**config.mk**
```make
export PLATFORM = sky130hd
export DESIGN_NAME = cursor_input_ctrl_flat
export DESIGN_NICKNAME = d
export VERILOG_FILES = /design/src/rtl/cursor_input_ctrl_if.sv /design/src/rtl/cursor_input_ctrl.sv /design/src/flat_wrapper.sv
export SDC_FILE = /design/constraint.sdc
export NUM_CORES = 1
export LEC_CHECK = 0
export CAP_MARGIN = 20
export CORE_ASPECT_RATIO = 0.8
export CORE_MARGIN = 5
export CORE_UTILIZATION = 35
export DETAILED_ROUTE_END_ITERATION = 6
export PLACE_DENSITY = 0.57
export SLEW_MARGIN = 5
export SYNTH_ARGS = -nofsm -noshare
export SYNTH_HDL_FRONTEND = slang
export SYNTH_SLANG_ARGS = --single-unit
```
**constraint.sdc**
```tcl
create_clock -name clk_in -period 5.3 [get_ports clk_in]
set_input_delay 0.795 -clock clk_in [delete_from_list [all_inputs] [get_ports clk_in]]
set_output_delay 0.795 -clock clk_in [all_outputs]
set_load 0.01 [all_outputs]
```
**src/rtl/cursor_input_ctrl_if.sv**
```systemverilog
// Cursor controller bus: board-side inputs and renderer-side outputs.
interface cursor_input_ctrl_if #(
   parameter int X_W     = 10,
   parameter int Y_W     = 9,
   parameter int COLOR_W = 4,
   parameter int SW_W    = 3
);
   logic               nf_in;
   logic [3:0]         pos_con_in;
   logic               col_con_in;
   logic               sw_con_in;
   logic [1:0]         rot_a_in;
   logic [1:0]         rot_b_in;
   logic [1:0]         rot_but_in;
   logic [X_W-1:0]     cursor_loc_x;
   logic [Y_W-1:0]     cursor_loc_y;
   logic [COLOR_W-1:0] cursor_color;
   logic [SW_W-1:0]    stroke_width;
   logic               cursor_moved;
   logic [1:0]         quad_err;

   modport master (
      output nf_in, pos_con_in, col_con_in, sw_con_in, rot_a_in, rot_b_in, rot_but_in,
      input  cursor_loc_x, cursor_loc_y, cursor_color, stroke_width, cursor_moved, quad_err
   );

   modport slave (
      input  nf_in, pos_con_in, col_con_in, sw_con_in, rot_a_in, rot_b_in, rot_but_in,
      output cursor_loc_x, cursor_loc_y, cursor_color, stroke_width, cursor_moved, quad_err
   );
endinterface

```
**src/rtl/cursor_input_ctrl.sv**
```systemverilog
// Cursor/attribute input controller: two quadrature encoders with push-button
// mode select, d-pad on frame pulses, colour/stroke cycle buttons.
module cursor_input_ctrl #(
   parameter int SCREEN_W     = 640,
   parameter int SCREEN_H     = 360,
   parameter int X_W          = 10,
   parameter int Y_W          = 9,
   parameter int COLOR_W      = 4,
   parameter int SW_W         = 3,
   parameter int MOVE_AMT     = 1,
   parameter int DETENT_TICKS = 4,
   parameter int ACCEL_WINDOW = 250000,
   parameter int ACCEL_STEP   = 4,
   parameter int DEB_CYCLES   = 500000
) (
   input logic clk_in,
   input logic rst_in,
   cursor_input_ctrl_if.slave bus
);
   localparam int ACC_W = $clog2(DETENT_TICKS) + 2;
   localparam int ACW   = $clog2(ACCEL_WINDOW + 1);
   localparam int DBW   = (DEB_CYCLES > 2) ? $clog2(DEB_CYCLES) : 1;
   localparam int XS    = X_W + 2;
   localparam int YS    = Y_W + 2;

   localparam logic signed [ACC_W-1:0] ACC_POS = ACC_W'(DETENT_TICKS - 1);
   localparam logic signed [ACC_W-1:0] ACC_NEG = ACC_W'(-(DETENT_TICKS - 1));
   localparam logic [ACW-1:0]          TMR_SAT = ACW'(ACCEL_WINDOW);
   localparam logic [DBW-1:0]          DEB_TOP = DBW'(DEB_CYCLES - 1);
   localparam logic signed [XS-1:0]    X_MAX   = XS'(SCREEN_W - 1);
   localparam logic signed [YS-1:0]    Y_MAX   = YS'(SCREEN_H - 1);
   localparam logic signed [XS-1:0]    X_ACC   = XS'(ACCEL_STEP);
   localparam logic signed [YS-1:0]    Y_ACC   = YS'(ACCEL_STEP);
   localparam logic signed [XS-1:0]    X_ONE   = XS'(1);
   localparam logic signed [YS-1:0]    Y_ONE   = YS'(1);
   localparam logic signed [XS-1:0]    X_MOV   = XS'(MOVE_AMT);
   localparam logic signed [YS-1:0]    Y_MOV   = YS'(MOVE_AMT);
   localparam logic [X_W-1:0]          X_RST   = X_W'(SCREEN_W / 2);
   localparam logic [Y_W-1:0]          Y_RST   = Y_W'(SCREEN_H / 2);
   localparam logic [COLOR_W-1:0]      COL_MAX = '1;
   localparam logic [SW_W-1:0]         SW_MAX  = '1;

   logic [1:0] a_s1, a_s2, b_s1, b_s2, but_s1, but_s2;
   logic [1:0] step_cw, step_ccw, fast, deb, err_vec;

   logic [X_W-1:0]     x_q, x_next;
   logic [Y_W-1:0]     y_q, y_next;
   logic [COLOR_W-1:0] col_q, col_next;
   logic [SW_W-1:0]    sw_q, sw_next;
   logic               moved_q, col_prev, sw_prev;

   logic signed [XS-1:0] enc_dx, pad_dx, x_sum;
   logic signed [YS-1:0] enc_dy, pad_dy, y_sum;

   // Two-stage synchronisers; reset preloads pin values so no phantom edge follows reset.
   always_ff @(posedge clk_in) begin
      if (rst_in) begin
         a_s1   <= bus.rot_a_in;   a_s2   <= bus.rot_a_in;
         b_s1   <= bus.rot_b_in;   b_s2   <= bus.rot_b_in;
         but_s1 <= bus.rot_but_in; but_s2 <= bus.rot_but_in;
      end else begin
         a_s1   <= bus.rot_a_in;   a_s2   <= a_s1;
         b_s1   <= bus.rot_b_in;   b_s2   <= b_s1;
         but_s1 <= bus.rot_but_in; but_s2 <= but_s1;
      end
   end

   for (genvar i = 0; i < 2; i++) begin : g_enc
      logic [1:0]              prev_q, cur;
      logic                    cw, ccw, bad, err_q, last_dir, deb_q;
      logic signed [ACC_W-1:0] acc;
      logic [ACW-1:0]          tmr;
      logic [DBW-1:0]          deb_cnt;

      assign cur = {a_s2[i], b_s2[i]};

      // Classify the {A,B} transition since last cycle.
      always_comb begin
         cw  = 1'b0;
         ccw = 1'b0;
         case ({prev_q, cur})
            4'b0010, 4'b1011, 4'b1101, 4'b0100: cw  = 1'b1;
            4'b1000, 4'b1110, 4'b0111, 4'b0001: ccw = 1'b1;
            default: ;
         endcase
         bad = ((prev_q ^ cur) == 2'b11);
      end

      assign step_cw[i]  = cw  && (acc == ACC_POS);
      assign step_ccw[i] = ccw && (acc == ACC_NEG);
      assign fast[i]     = (tmr < TMR_SAT) && (last_dir == step_cw[i]);
      assign deb[i]      = deb_q;
      assign err_vec[i]  = err_q;

      // Detent accumulator and sticky illegal-transition flag; illegal jumps leave the count alone.
      always_ff @(posedge clk_in) begin
         if (rst_in) begin
            prev_q <= {bus.rot_a_in[i], bus.rot_b_in[i]};
            acc    <= '0;
            err_q  <= 1'b0;
         end else begin
            prev_q <= cur;
            if (bad)
               err_q <= 1'b1;
            else if (step_cw[i] || step_ccw[i])
               acc <= '0;
            else if (cw)
               acc <= acc + ACC_W'(1);
            else if (ccw)
               acc <= acc - ACC_W'(1);
         end
      end

      // Cycles since the last step, saturating; restarts on every emitted step.
      always_ff @(posedge clk_in) begin
         if (rst_in) begin
            tmr      <= TMR_SAT;
            last_dir <= 1'b0;
         end else if (step_cw[i] || step_ccw[i]) begin
            tmr      <= '0;
            last_dir <= step_cw[i];
         end else if (tmr != TMR_SAT) begin
            tmr <= tmr + ACW'(1);
         end
      end

      // Push-button debounce: down-counter runs while the input differs from the held level.
      always_ff @(posedge clk_in) begin
         if (rst_in) begin
            deb_q   <= 1'b0;
            deb_cnt <= DEB_TOP;
         end else if (but_s2[i] == deb_q) begin
            deb_cnt <= DEB_TOP;
         end else if (deb_cnt == '0) begin
            deb_q   <= but_s2[i];
            deb_cnt <= DEB_TOP;
         end else begin
            deb_cnt <= deb_cnt - DBW'(1);
         end
      end
   end

   // Sum encoder and d-pad deltas per axis, then clamp once into the canvas.
   always_comb begin
      enc_dx = '0;
      enc_dy = '0;
      pad_dx = '0;
      pad_dy = '0;
      if (deb[0] && step_cw[0])  enc_dx = fast[0] ? X_ACC : X_ONE;
      if (deb[0] && step_ccw[0]) enc_dx = fast[0] ? -X_ACC : -X_ONE;
      if (deb[1] && step_cw[1])  enc_dy = fast[1] ? Y_ACC : Y_ONE;
      if (deb[1] && step_ccw[1]) enc_dy = fast[1] ? -Y_ACC : -Y_ONE;
      if (bus.nf_in) begin
         if (bus.pos_con_in[2]) pad_dx = pad_dx + X_MOV;
         if (bus.pos_con_in[3]) pad_dx = pad_dx - X_MOV;
         if (bus.pos_con_in[1]) pad_dy = pad_dy + Y_MOV;
         if (bus.pos_con_in[0]) pad_dy = pad_dy - Y_MOV;
      end
      x_sum = $signed({2'b00, x_q}) + enc_dx + pad_dx;
      y_sum = $signed({2'b00, y_q}) + enc_dy + pad_dy;
      if (x_sum[XS-1])        x_next = '0;
      else if (x_sum > X_MAX) x_next = X_MAX[X_W-1:0];
      else                    x_next = x_sum[X_W-1:0];
      if (y_sum[YS-1])        y_next = '0;
      else if (y_sum > Y_MAX) y_next = Y_MAX[Y_W-1:0];
      else                    y_next = y_sum[Y_W-1:0];
   end

   // Attribute fields: button edge wraps and overrides a same-cycle encoder step, which saturates.
   always_comb begin
      sw_next  = sw_q;
      col_next = col_q;
      if (bus.sw_con_in && !sw_prev)                     sw_next = sw_q + SW_W'(1);
      else if (!deb[0] && step_cw[0] && sw_q != SW_MAX)  sw_next = sw_q + SW_W'(1);
      else if (!deb[0] && step_ccw[0] && sw_q != '0)     sw_next = sw_q - SW_W'(1);
      if (bus.col_con_in && !col_prev)                      col_next = col_q + COLOR_W'(1);
      else if (!deb[1] && step_cw[1] && col_q != COL_MAX)   col_next = col_q + COLOR_W'(1);
      else if (!deb[1] && step_ccw[1] && col_q != '0)       col_next = col_q - COLOR_W'(1);
   end

   // Output registers and button edge history.
   always_ff @(posedge clk_in) begin
      if (rst_in) begin
         x_q      <= X_RST;
         y_q      <= Y_RST;
         col_q    <= '0;
         sw_q     <= '0;
         moved_q  <= 1'b0;
         col_prev <= bus.col_con_in;
         sw_prev  <= bus.sw_con_in;
      end else begin
         x_q      <= x_next;
         y_q      <= y_next;
         col_q    <= col_next;
         sw_q     <= sw_next;
         moved_q  <= (x_next != x_q) || (y_next != y_q);
         col_prev <= bus.col_con_in;
         sw_prev  <= bus.sw_con_in;
      end
   end

   assign bus.cursor_loc_x = x_q;
   assign bus.cursor_loc_y = y_q;
   assign bus.cursor_color = col_q;
   assign bus.stroke_width = sw_q;
   assign bus.cursor_moved = moved_q;
   assign bus.quad_err     = err_vec;
endmodule

```
**src/flat_wrapper.sv**
```systemverilog
// flat-port wrapper written by rule: the top's interface ports become plain ports
module cursor_input_ctrl_flat 
#(
   parameter int SCREEN_W     = 640,
   parameter int SCREEN_H     = 360,
   parameter int X_W          = 10,
   parameter int Y_W          = 9,
   parameter int COLOR_W      = 4,
   parameter int SW_W         = 3,
   parameter int MOVE_AMT     = 1,
   parameter int DETENT_TICKS = 4,
   parameter int ACCEL_WINDOW = 250000,
   parameter int ACCEL_STEP   = 4,
   parameter int DEB_CYCLES   = 500000
)
  (clk_in, rst_in, bus_nf_in, bus_pos_con_in, bus_col_con_in, bus_sw_con_in, bus_rot_a_in, bus_rot_b_in, bus_rot_but_in, bus_cursor_loc_x, bus_cursor_loc_y, bus_cursor_color, bus_stroke_width, bus_cursor_moved, bus_quad_err);
  cursor_input_ctrl_if #(.X_W(X_W), .Y_W(Y_W), .COLOR_W(COLOR_W), .SW_W(SW_W)) bus_i ();
  input logic clk_in;
  input logic rst_in;
  input wire logic [$bits(bus_i.nf_in)-1:0] bus_nf_in;
  input wire logic [$bits(bus_i.pos_con_in)-1:0] bus_pos_con_in;
  input wire logic [$bits(bus_i.col_con_in)-1:0] bus_col_con_in;
  input wire logic [$bits(bus_i.sw_con_in)-1:0] bus_sw_con_in;
  input wire logic [$bits(bus_i.rot_a_in)-1:0] bus_rot_a_in;
  input wire logic [$bits(bus_i.rot_b_in)-1:0] bus_rot_b_in;
  input wire logic [$bits(bus_i.rot_but_in)-1:0] bus_rot_but_in;
  output wire logic [$bits(bus_i.cursor_loc_x)-1:0] bus_cursor_loc_x;
  output wire logic [$bits(bus_i.cursor_loc_y)-1:0] bus_cursor_loc_y;
  output wire logic [$bits(bus_i.cursor_color)-1:0] bus_cursor_color;
  output wire logic [$bits(bus_i.stroke_width)-1:0] bus_stroke_width;
  output wire logic [$bits(bus_i.cursor_moved)-1:0] bus_cursor_moved;
  output wire logic [$bits(bus_i.quad_err)-1:0] bus_quad_err;
  assign bus_i.nf_in = bus_nf_in;
  assign bus_i.pos_con_in = bus_pos_con_in;
  assign bus_i.col_con_in = bus_col_con_in;
  assign bus_i.sw_con_in = bus_sw_con_in;
  assign bus_i.rot_a_in = bus_rot_a_in;
  assign bus_i.rot_b_in = bus_rot_b_in;
  assign bus_i.rot_but_in = bus_rot_but_in;
  assign bus_cursor_loc_x = bus_i.cursor_loc_x;
  assign bus_cursor_loc_y = bus_i.cursor_loc_y;
  assign bus_cursor_color = bus_i.cursor_color;
  assign bus_stroke_width = bus_i.stroke_width;
  assign bus_cursor_moved = bus_i.cursor_moved;
  assign bus_quad_err = bus_i.quad_err;
  cursor_input_ctrl #(.SCREEN_W(SCREEN_W), .SCREEN_H(SCREEN_H), .X_W(X_W), .Y_W(Y_W), .COLOR_W(COLOR_W), .SW_W(SW_W), .MOVE_AMT(MOVE_AMT), .DETENT_TICKS(DETENT_TICKS), .ACCEL_WINDOW(ACCEL_WINDOW), .ACCEL_STEP(ACCEL_STEP), .DEB_CYCLES(DEB_CYCLES)) u_core (.clk_in(clk_in), .rst_in(rst_in), .bus(bus_i));
endmodule
```
==> metrics, run 1 <==
status=finished clean; post-synth cell types=73; Min-Delay Path Class=flip-flop to flip-flop; Placed Instances=1316; via count=6706; FP Rows=49; IO Pins=44; syn nets=1041; # diodes=0; pwr dens=384 nW/um^2; Final setup viols=0; CP max stage delay=0.50 ns; Die X=180 um; DRT iter0 DRCs=333; # port buffers=43; cell taking the most area after synthesis=dfxtp_1; worst skew pair latency=0.42 ns; Seq/Total Area, Yosys=32.9%; Slew Viols, Final=0; Final nets=1114; Worst Max-Slew Pin Slew=0.966 ns; DP HPWL=13.8 mm; grt total ovfl=0; Via density=4.96; fmax=0.197 GHz; total negative slack=0 ns; warnings from Yosys=0; first-pass GRT wire length=30.7 mm; clock skew=0.0138 ns; most frequent cells in the layout=133 x dfxtp_1, 116 x nor2_1, 87 x nand2_1; Die H=146 um; Critical Path RT=5.57 ns; Post-route DRC=0; final instance area=9750 um^2; CTS root buf=clkbuf_16; Setup WS post-layout=0.222 ns; post-synth top area share=32.9%; Final min period=5.08 ns; most frequent cell on the critical path=a211o_1; Initial Utilization=35.8%; Num CTS Buffers=17; ys async rst share=0%; WP data arrival=5.35 ns; die footprint=26300 um^2; Tcrit/Tclk final=95.8%; Hold Fails Final Rpt=0; VDD IR max=0.000171 V; commonest non-fill, non-tap cell in the layout=dfxtp_1; crit path launch type=flip-flop; Total GRT Usage=13.9%; Cell Area, Placed=9020 um^2; syn_area_per_cell=8.42 um^2; vias in the first global route=6278; dpl ws=-0.0583 ns; CTS tree=done; gpl congestion=0.861; RSZ-0062 raised after global routing=no; final wirelength=18.3 mm; ys flop type=dfxtp_1; core area=22600 um^2; CTS Sinks=133; Reg clk slew, reported paths=0.06 ns; worst-path cell chain=xor2_1, nor2_2, nand4_1, xnor2_1, o21ai_0, nor2_1, fa_1, ha_2, fa_2, a211o_1, a211o_1, a211o_1, o211ai_4, and2_4, buf_4, a211oi_1, or4_4, a2111oi_4, a21oi_1; Post-synth EDFFs=0; Crit Path Class=flip-flop to flip-flop; Final Non-Filler Cells=1353; drt wl/cell=13.5 um; Max Cap Violations=0; Seq cells post-synth=133; post-synthesis cell count=961; mapped cell area=8090 um^2; H-tree depth=4; Area Growth Syn to Fin=20.5%; CP max-delay cell=or4_4; layout cells sized above 1=10.0%; P_leak=4.05 nW; hold-fix buffer count after cts=0; Min Hold Slack=0.414 ns; largest net degree at the start of global routing=58; Crit Path Max Fanout=6; antenna violations before repair=0; Antenna Nets Post-Route=0; maximum root-to-sink buffer count=2; drt first pass iters=4; synth top area cells=dfxtp_1 33%, fa_1 6.2%, ha_1 6.2%, nor2_1 5.5%, xnor2_1 5.3%; crit path capture type=flip-flop; headroom to the max-slew limit=35.1%
cell families (layout without fill, tap and decap cells):
logic type | Yosys count | count (layout) | synth area share, %
XOR/XNOR | 96 | 96 | 10.4
AND/OR/NAND/NOR | 374 | 374 | 22.5
flip-flops | 133 | 133 | 32.9
AO/OA/AOI/OAI | 185 | 185 | 16.2
buffers and inverters | 103 | 189 | 5.04
adder cells (fa/ha/maj) | 65 | 65 | 12.4
multiplexers | 5 | 5 | 0.649
cells in the mapped netlist, drive strengths merged, types with 12 or more instances:
cell / n
dfxtp: 133
nor2: 119
nand2: 87
inv: 78
a21oi: 52
xnor2: 49
xor2: 47
ha: 40
nand3: 32
nor3: 26
fa: 25
o21ai: 24
clkbuf: 16
o21bai: 16
and3: 15
nand4: 14
a211oi: 13
nand2b: 12
flip-flops by register name (all words and copies together), names as in the netlist, 3 cells and up:
| name | cells |
|---|---|
| u_core.bus.stroke_width | 3 |
| u_core.bus.cursor_loc_y | 9 |
| u_core.g_enc.prev_q | 4 |
| u_core.g_enc.tmr | 36 |
| u_core.g_enc.deb_cnt | 38 |
| u_core.g_enc.acc | 8 |
| u_core.bus.cursor_color | 4 |
| u_core.bus.cursor_loc_x | 10 |
layer usage:
metal  global-route usage [%]  wire (um)  up-vias
met3                     3.17        818       26
met2                     20.5       7560      138
met5                        0          0        -
met4                     4.76        337        0
li1                         -          -     3471
met1                     20.0       9550     3071
worst max-delay path: cells and delay by family (launching register included):
kind,cells,cell delay [ns]
AND/OR/NAND/NOR,5,1.21
flip-flops,1,0.34
adder cells (fa/ha/maj),3,1.01
XOR/XNOR,2,0.40
AO/OA/AOI/OAI,8,1.82
buffers and inverters,1,0.14
report_power, final:
| group | switching, W | total [W] | internal [W] |
|---|---|---|---|
| Sequential | 0.000128 | 0.00123 | 0.00110 |
| Clock | 0.000492 | 0.00125 | 0.000761 |
| Combinational | 0.000676 | 0.00126 | 0.000584 |
what timing repair did:
item	CTS	global route
setup endpoints to repair	0	1
endpoints found under the hold margin	0	0
resized for setup	0	15
buffers inserted	0	5
path summary, 6_finish.rpt:
path                                     end                        from  depth (start not counted)  slack, ns
setup reg to reg     u_core.bus.cursor_moved              u_core.b_s2[0]                         19       0.22
hold / removal    u_core.g_enc[1].deb_cnt[0]  u_core.g_enc[1].deb_cnt[0]                          1       0.41
hold reg to reg   u_core.g_enc[1].deb_cnt[0]  u_core.g_enc[1].deb_cnt[0]                          1       0.41
setup / recovery     u_core.bus.cursor_moved              u_core.b_s2[0]                         19       0.22
final cells by class:
class,count,area [um^2]
Fill cell,2228,12900
Multi-Input combinational cell,725,5080
Sequential cell,133,2660
Timing Repair Buffer,79,693
Clock buffer,17,425
Tap cell,306,383
Inverter,78,293
Clock inverter,15,208
metrics by stage:
stage	util [%]	power, W
finish	43.1	0.00374
global route	43.1	0.00399
CTS	42.7	0.00375
detailed placement	39.9	0.00247
global placement	39.8	0.00248
floorplan	-	0.00208
(Power assumes the default switching activity.)
==> inputs of run 2 (changes only) <==
Settings changed: CELL_PAD_IN_SITES_DETAIL_PLACEMENT set to 0, CELL_PAD_IN_SITES_GLOBAL_PLACEMENT set to 1, PLACE_DENSITY 0.57 to 0.7.
Clock period 5.3 ns to 4.1 ns, I/O delays scaled along.
==> run 2 against run 1 <==
The flow now finishes with violations (setup timing). Non-clock buffer count up 140. Register-to-register slack worse by 0.88 ns. Global-route usage up 1.2 points. Cell count up 10%. Critical path depth down 2. Sequential power up 26%. Sequential share of layout area down 2.9 points. Utilization up 5.3 points. First-iteration DRC count up 2.4%. Fmax up 6.8%. Cell area up 12%. Combinational power up 62%. Critical path type unchanged. Critical endpoint unchanged. Largest cell class unchanged.
==> metrics, run 2 (synthesis results as in run 1) <==
Area Growth Syn to Fin=35.3%; RSZ-0062 raised after global routing=yes; pwr dens=454 nW/um^2 (+18%); Critical Path RT=4.38 ns (-1.19 ns); Reg clk slew, reported paths=0.06 ns (about the same); Final min period=4.75 ns (-0.324 ns); final wirelength=19.9 mm (+9.1%); worst hold start=u_core.g_enc[1].deb_cnt[0]; CP Launch Point=u_core.g_enc[0].tmr[8]; status=complete, but fails checks; Slew Viols, Final=0 (unchanged); DRT iter0 DRCs=341 (+2.4%); largest net degree at the start of global routing=41 (-29%); gpl congestion=0.863 (+0.31%); first-pass GRT wire length=33.3 mm (+8.4%); Max Cap Violations=0 (unchanged); H-tree depth=4 (unchanged); # diodes=0 (unchanged); Die H=146 um (unchanged); P_leak=4.73 nW (+17%); crit path launch type=flip-flop; Worst R2R Setup Slack=-0.65 ns (-0.88 ns); commonest non-fill, non-tap cell in the layout=buf_4; # port buffers=43 (unchanged); antenna violations before repair=0 (unchanged); Initial Utilization=35.8% (unchanged); Min-Delay Path Class=flip-flop to flip-flop; drt first pass iters=5 (+1); Num CTS Buffers=17 (unchanged); die footprint=26300 um^2 (unchanged); clock skew=0.00967 ns (-0.00414 ns); Setup WS post-layout=-0.654 ns (-0.876 ns); WP data arrival=5.03 ns (-0.32 ns); VDD IR max=0.000237 V (+39%); vias in the first global route=6768 (+7.8%); DP HPWL=15.3 mm (+11%); worst skew pair latency=0.41 ns (about the same); Antenna Nets Post-Route=0 (unchanged); headroom to the max-slew limit=47.4% (+12 points); Cell Area, Placed=10100 um^2 (+12%); Total GRT Usage=15.1% (+1.2 points); Fill cells=2172 (-2.5%); drt wl/cell=13.3 um (-1.2%); CTS Sinks=133 (unchanged); IO Pins=44 (unchanged); r2r endpoint=u_core.bus.cursor_moved; grt total ovfl=0 (unchanged); Tcrit/Tclk final=116% (+20 points); Crit Path Max Fanout=3 (-3); CTS tree=done; Most flops, register=u_core.g_enc.deb_cnt; worst hold endpoint=u_core.g_enc[1].deb_cnt[0]; layout cells sized above 1=23.3% (+13 points); fmax=0.210 GHz (+6.8%); total negative slack=-1.70 ns (-1.70 ns); hold-fix buffer count after cts=0 (unchanged); Final setup viols=12 (+12); Hold Fails Final Rpt=0 (unchanged); FP Rows=49 (unchanged); Worst Max-Slew Pin Slew=0.782 ns (-0.184 ns); maximum root-to-sink buffer count=2 (unchanged); Via density=4.80 (-3.1%); crit path capture type=flip-flop; RR Startpoint=u_core.g_enc[0].tmr[8]; Crit Path Class=flip-flop to flip-flop; final core utilization=48.4% (+5.3 points); Die X=180 um (unchanged); most frequent cells in the layout=168 x buf_4, 128 x dfxtp_1, 115 x nor2_1; Final nets=1254 (+13%); failing checks=setup timing; Post-route DRC=0 (unchanged); hold path cells=1 (unchanged); R2R cell count=17 (-2); via count=7167 (+6.9%); final instance area=10900 um^2 (+12%); Largest register FFs=38 (unchanged); CTS root buf=clkbuf_16; core area=22600 um^2 (unchanged)
==> run 2: changes by cell type in the layout (fill, tap and decap cells not counted), moves of 4 or more <==
| cell | change |
|---|---|
| clkinv_2 | +4 |
| o21ai_0 | -4 |
| dfxtp_2 | +5 |
| buf_4 | +133 |
| buf_6 | +4 |
| dfxtp_1 | -5 |
| nand2_1 | -4 |
==> run 2: area by class of cell <==
cell class                 instances  area [um^2]  area share [%]
tap                              306          383            3.50
clock buffer                      21          460            4.21
clock inverter                    11         77.6           0.709
sequential                       133         2670            24.4
inverter                          78          297            2.71
multi-input combinational        725         5270            48.1
timing repair buffer             219         1800            16.4
==> run 2: layer usage <==
layer | track usage, % | share of wire, % | up-vias
li1 | - | - | 3757
met1 | 22.1 | 53 | 3287
met2 | 22.5 | 42 | 110
met3 | 3.52 | 3.9 | 13
met4 | 3.69 | 1.1 | 0
met5 | 0 | 0 | -
==> run 2: worst max path at each step <==
stage | to | slack [ns] | cells after the start
6_report | u_core.bus.cursor_moved | -0.65 | 17
3_5_place_dp | u_core.bus.cursor_moved | -0.87 | 17
3_3_place_gp | u_core.bus.cursor_moved | -0.81 | 17
5_1_grt | u_core.bus.cursor_moved | -0.96 | 20
2_1_floorplan | u_core.bus.cursor_moved | -0.57 | 18
4_1_cts | u_core.bus.cursor_moved | -0.64 | 17
==> run 2: timing repair <==
| action | in CTS | in global routing |
|---|---|---|
| resized for setup | 38 | 21 |
| setup buffers | 4 | 10 |
| pin swaps | 25 | 21 |
| endpoints found under the setup margin | 16 | 20 |
==> run 2: report_power, final <==
part / leakage (nW) / internal, W / switching, W
combinational: 3.38 / 0.00103 / 0.00100
sequential: 1.09 / 0.00142 / 0.000131
clock: 0.260 / 0.000805 / 0.000577
total: 4.73 / 0.00326 / 0.00171
==> run 2: critical path, stage by stage, from the launching register on <==
cell	delay, ns
dfxtp_1	0.31
or4_4	0.54
nor2_4	0.13
a21oi_2	0.07
o21ai_2	0.19
nor2_4	0.07
fa_1	0.48
ha_4	0.19
fa_2	0.38
a211o_1	0.34
a211o_1	0.31
a211o_1	0.30
o211ai_2	0.10
a31oi_1	0.11
o221a_2	0.23
or4_4	0.54
a2111oi_4	0.20
a21oi_1	0.11
==> run 2: per-stage QoR <==
| stage | cells | hold WS [ns] | power [W] | setup slack, ns |
|---|---|---|---|---|
| global placement | 1447 | 0.397 | 0.00349 | -0.814 |
| CTS | 1484 | 0.421 | 0.00497 | -0.640 |
| detailed placement | 1448 | 0.407 | 0.00350 | -0.872 |
| finish | 1493 | 0.416 | 0.00497 | -0.654 |
| global route | 1493 | 0.441 | 0.00533 | -0.964 |
| floorplan | 961 | 0.384 | 0.00271 | -0.572 |
==> inputs of run 3 (changes only) <==
Settings changed: SETUP_SLACK_MARGIN set to 0.05.
==> run 3 against run 2 <==
Cell area increased by 1.0%. Highest routed layer unchanged. Fmax increased by 0.59%. Die area unchanged. Clock-buffer cell count decreased by 3. Setup slack improved by 0.028 ns. The run still ends with setup timing left.
==> metrics, run 3 (synthesis results as in run 1) <==
status=complete, but fails checks; failing checks=setup timing; most frequent cells in the layout=167 x buf_4, 127 x dfxtp_1, 114 x nor2_1; Via density=4.91 (+2.2%); Worst Max-Slew Pin Slew=1.04 ns (+0.263 ns); DP HPWL=15.3 mm (about the same); P_leak=4.78 nW (+1.1%); CP max stage delay=0.54 ns (about the same); Hold Fails Final Rpt=0 (unchanged); worst hold endpoint=u_core.g_enc[0].deb_cnt[0]; Num CTS Buffers=17 (unchanged); Net Sw Power=0.00179 W (+4.5%); Most flops, register=u_core.g_enc.deb_cnt; total negative slack=-3.42 ns (-1.72 ns); CP delay by family, top=compound AO/OA/AOI/OAI gates; Clock Power Share=28.8% (+1.0 points); RSZ-0062 raised after global routing=yes; routed length on met1=10.3 mm (-1.8%); # port buffers=43 (unchanged); crit path capture type=flip-flop; maximum root-to-sink buffer count=2 (unchanged); switch share=35.0% (+0.53 points); Final nets=1256 (+0.16%); core area=22600 um^2 (unchanged); IO Pins=44 (unchanged); most frequent cell on the critical path=a211o_1; Antenna Nets Post-Route=0 (unchanged); gpl congestion=0.846 (-2.0%); Logic pwr share=40.9% (about the same); CTS tree=done; largest net degree at the start of global routing=42 (+2.4%); VDD IR max=0.000255 V (+7.6%); headroom to the max-slew limit=29.8% (-18 points); Initial Utilization=35.8% (unchanged); Max Cap Violations=0 (unchanged); WP data arrival=5.01 ns (-0.02 ns); WL met3=811 um (+4.2%); Setup WS post-layout=-0.626 ns (+0.0278 ns); hold path cells=1 (unchanged); antenna violations before repair=0 (unchanged); Critical path buffers and inverters=0 (unchanged); dpl ws=-0.885 ns (-0.0132 ns); fmax=0.212 GHz (+0.59%); vias in the first global route=6975 (+3.1%); layout cells sized above 1=24.4% (+1.1 points); RR Startpoint=u_core.g_enc[0].tmr[8]; Final setup viols=11 (-1); # diodes=0 (unchanged); grt total ovfl=0 (unchanged); Total GRT Usage=15.5% (+0.38 points); clock skew=0.00890 ns (-0.000767 ns); worst skew pair latency=0.42 ns (about the same); Worst R2R Setup Slack=-0.63 ns (+0.03 ns); Min-Delay Path Class=flip-flop to flip-flop; commonest non-fill, non-tap cell in the layout=buf_4; Final min period=4.73 ns (-0.0278 ns); fraction of power consumed by sequential logic=30.4% (-0.8 points); die footprint=26300 um^2 (unchanged); H-tree depth=4 (unchanged); Largest register FFs=38 (unchanged); drt first pass iters=7 (+2); worst-path cell chain=or4_4, nor2_4, a21oi_4, o21ai_2, nor2_2, fa_1, ha_4, fa_2, a211o_1, a211o_1, a211o_1, o211ai_2, a31oi_1, o221a_2, or4_4, a2111oi_4, a21oi_1; Post-route DRC=0 (unchanged); Die X=180 um (unchanged); CP Depth=17 (unchanged); pwr dens=463 nW/um^2 (+1.9%); Fill cells=2145 (-1.2%); first-pass GRT wire length=34.1 mm (+2.3%); Tcrit/Tclk final=115% (-0.68 points); Crit Path Max Fanout=4 (+1); CP max-delay cell=or4_4; r2r endpoint=u_core.bus.cursor_moved; R2R cell count=17 (unchanged); crit path launch type=flip-flop; Tot Pwr=0.00512 W (+2.9%); worst hold start=u_core.g_enc[0].deb_cnt[0]; met2 wire len=8.94 mm (+5.9%); Slew Viols, Final=0 (unchanged); internal power=0.00333 W (+2.1%); Critical Path RT=4.38 ns (about the same); drt wl/cell=13.5 um (+1.4%); FP Rows=49 (unchanged); Area Growth Syn to Fin=36.7%; Crit Path Class=flip-flop to flip-flop; Min Hold Slack=0.411 ns (-0.00532 ns); DRT iter0 DRCs=433 (+27%); CTS root buf=clkbuf_16; Die H=146 um (unchanged); CTS Sinks=133 (unchanged); via count=7337 (+2.4%); Reg clk slew, reported paths=0.06 ns (about the same); final wirelength=20.2 mm (+1.5%); top sig layer=met4
==> run 3: final cells by class <==
cell class	count	area, um^2	share of cell area [%]
Clock inverter	14	128	1.15
Multi-Input combinational cell	725	5320	48.1
Inverter	78	297	2.68
Clock buffer	18	439	3.97
Tap cell	306	383	3.46
Timing Repair Buffer	221	1820	16.5
Sequential cell	133	2670	24.1
==> run 3: what timing repair did <==
action / in CTS / in global routing
hold buffers: 0 / 0
pin swaps: 23 / 17
endpoints found under the setup margin: 20 / 19
gates resized for setup: 49 / 23
setup buffers: 9 / 9
cloned: 0 / 0
==> run 3: worst max path at each step <==
stage	from	slack, ns	endpoint
global route	u_core.g_enc[0].tmr[8]	-0.83	u_core.bus.cursor_moved
detailed placement	bus_pos_con_in[2]	-0.89	u_core.bus.cursor_moved
global placement	bus_pos_con_in[0]	-0.81	u_core.bus.cursor_moved
CTS	u_core.g_enc[0].tmr[8]	-0.61	u_core.bus.cursor_moved
floorplan	u_core.g_enc[0].tmr[8]	-0.57	u_core.bus.cursor_moved
finish	u_core.g_enc[0].tmr[8]	-0.63	u_core.bus.cursor_moved
==> run 3: per-layer routing <==
metal	GRT usage, %	up-vias
met4	3.85	0
li1	-	3769
met5	0	-
met2	24.2	126
met3	3.12	17
met1	22.1	3425
==> run 3: power groups by stage <==
stage | Combinational, W | Sequential, W | Clock [W]
floorplan | 0.00114 | 0.00159 | 0
global placement | 0.00192 | 0.00158 | 0
detailed placement | 0.00192 | 0.00158 | 0
CTS | 0.00201 | 0.00155 | 0.00151
global route | 0.00231 | 0.00157 | 0.00157
finish | 0.00209 | 0.00155 | 0.00147
==> run 3: stage by stage <==
step                area (um^2)  util, %  instances
CTS                       10900     48.2       1487
global route              11100     48.9       1495
finish                    11100     48.9       1495
floorplan                  8150        -        961
detailed placement        10100     44.6       1447
global placement          10100     44.5       1446
==> run 3: worst register-to-register path, delay by kind of cell (launching register included) <==
family | cells | cell delay [ns]
compound gates | 10 | 1.90
fa+ha+maj | 3 | 1.05
flops | 1 | 0.32
simple gates | 4 | 1.30
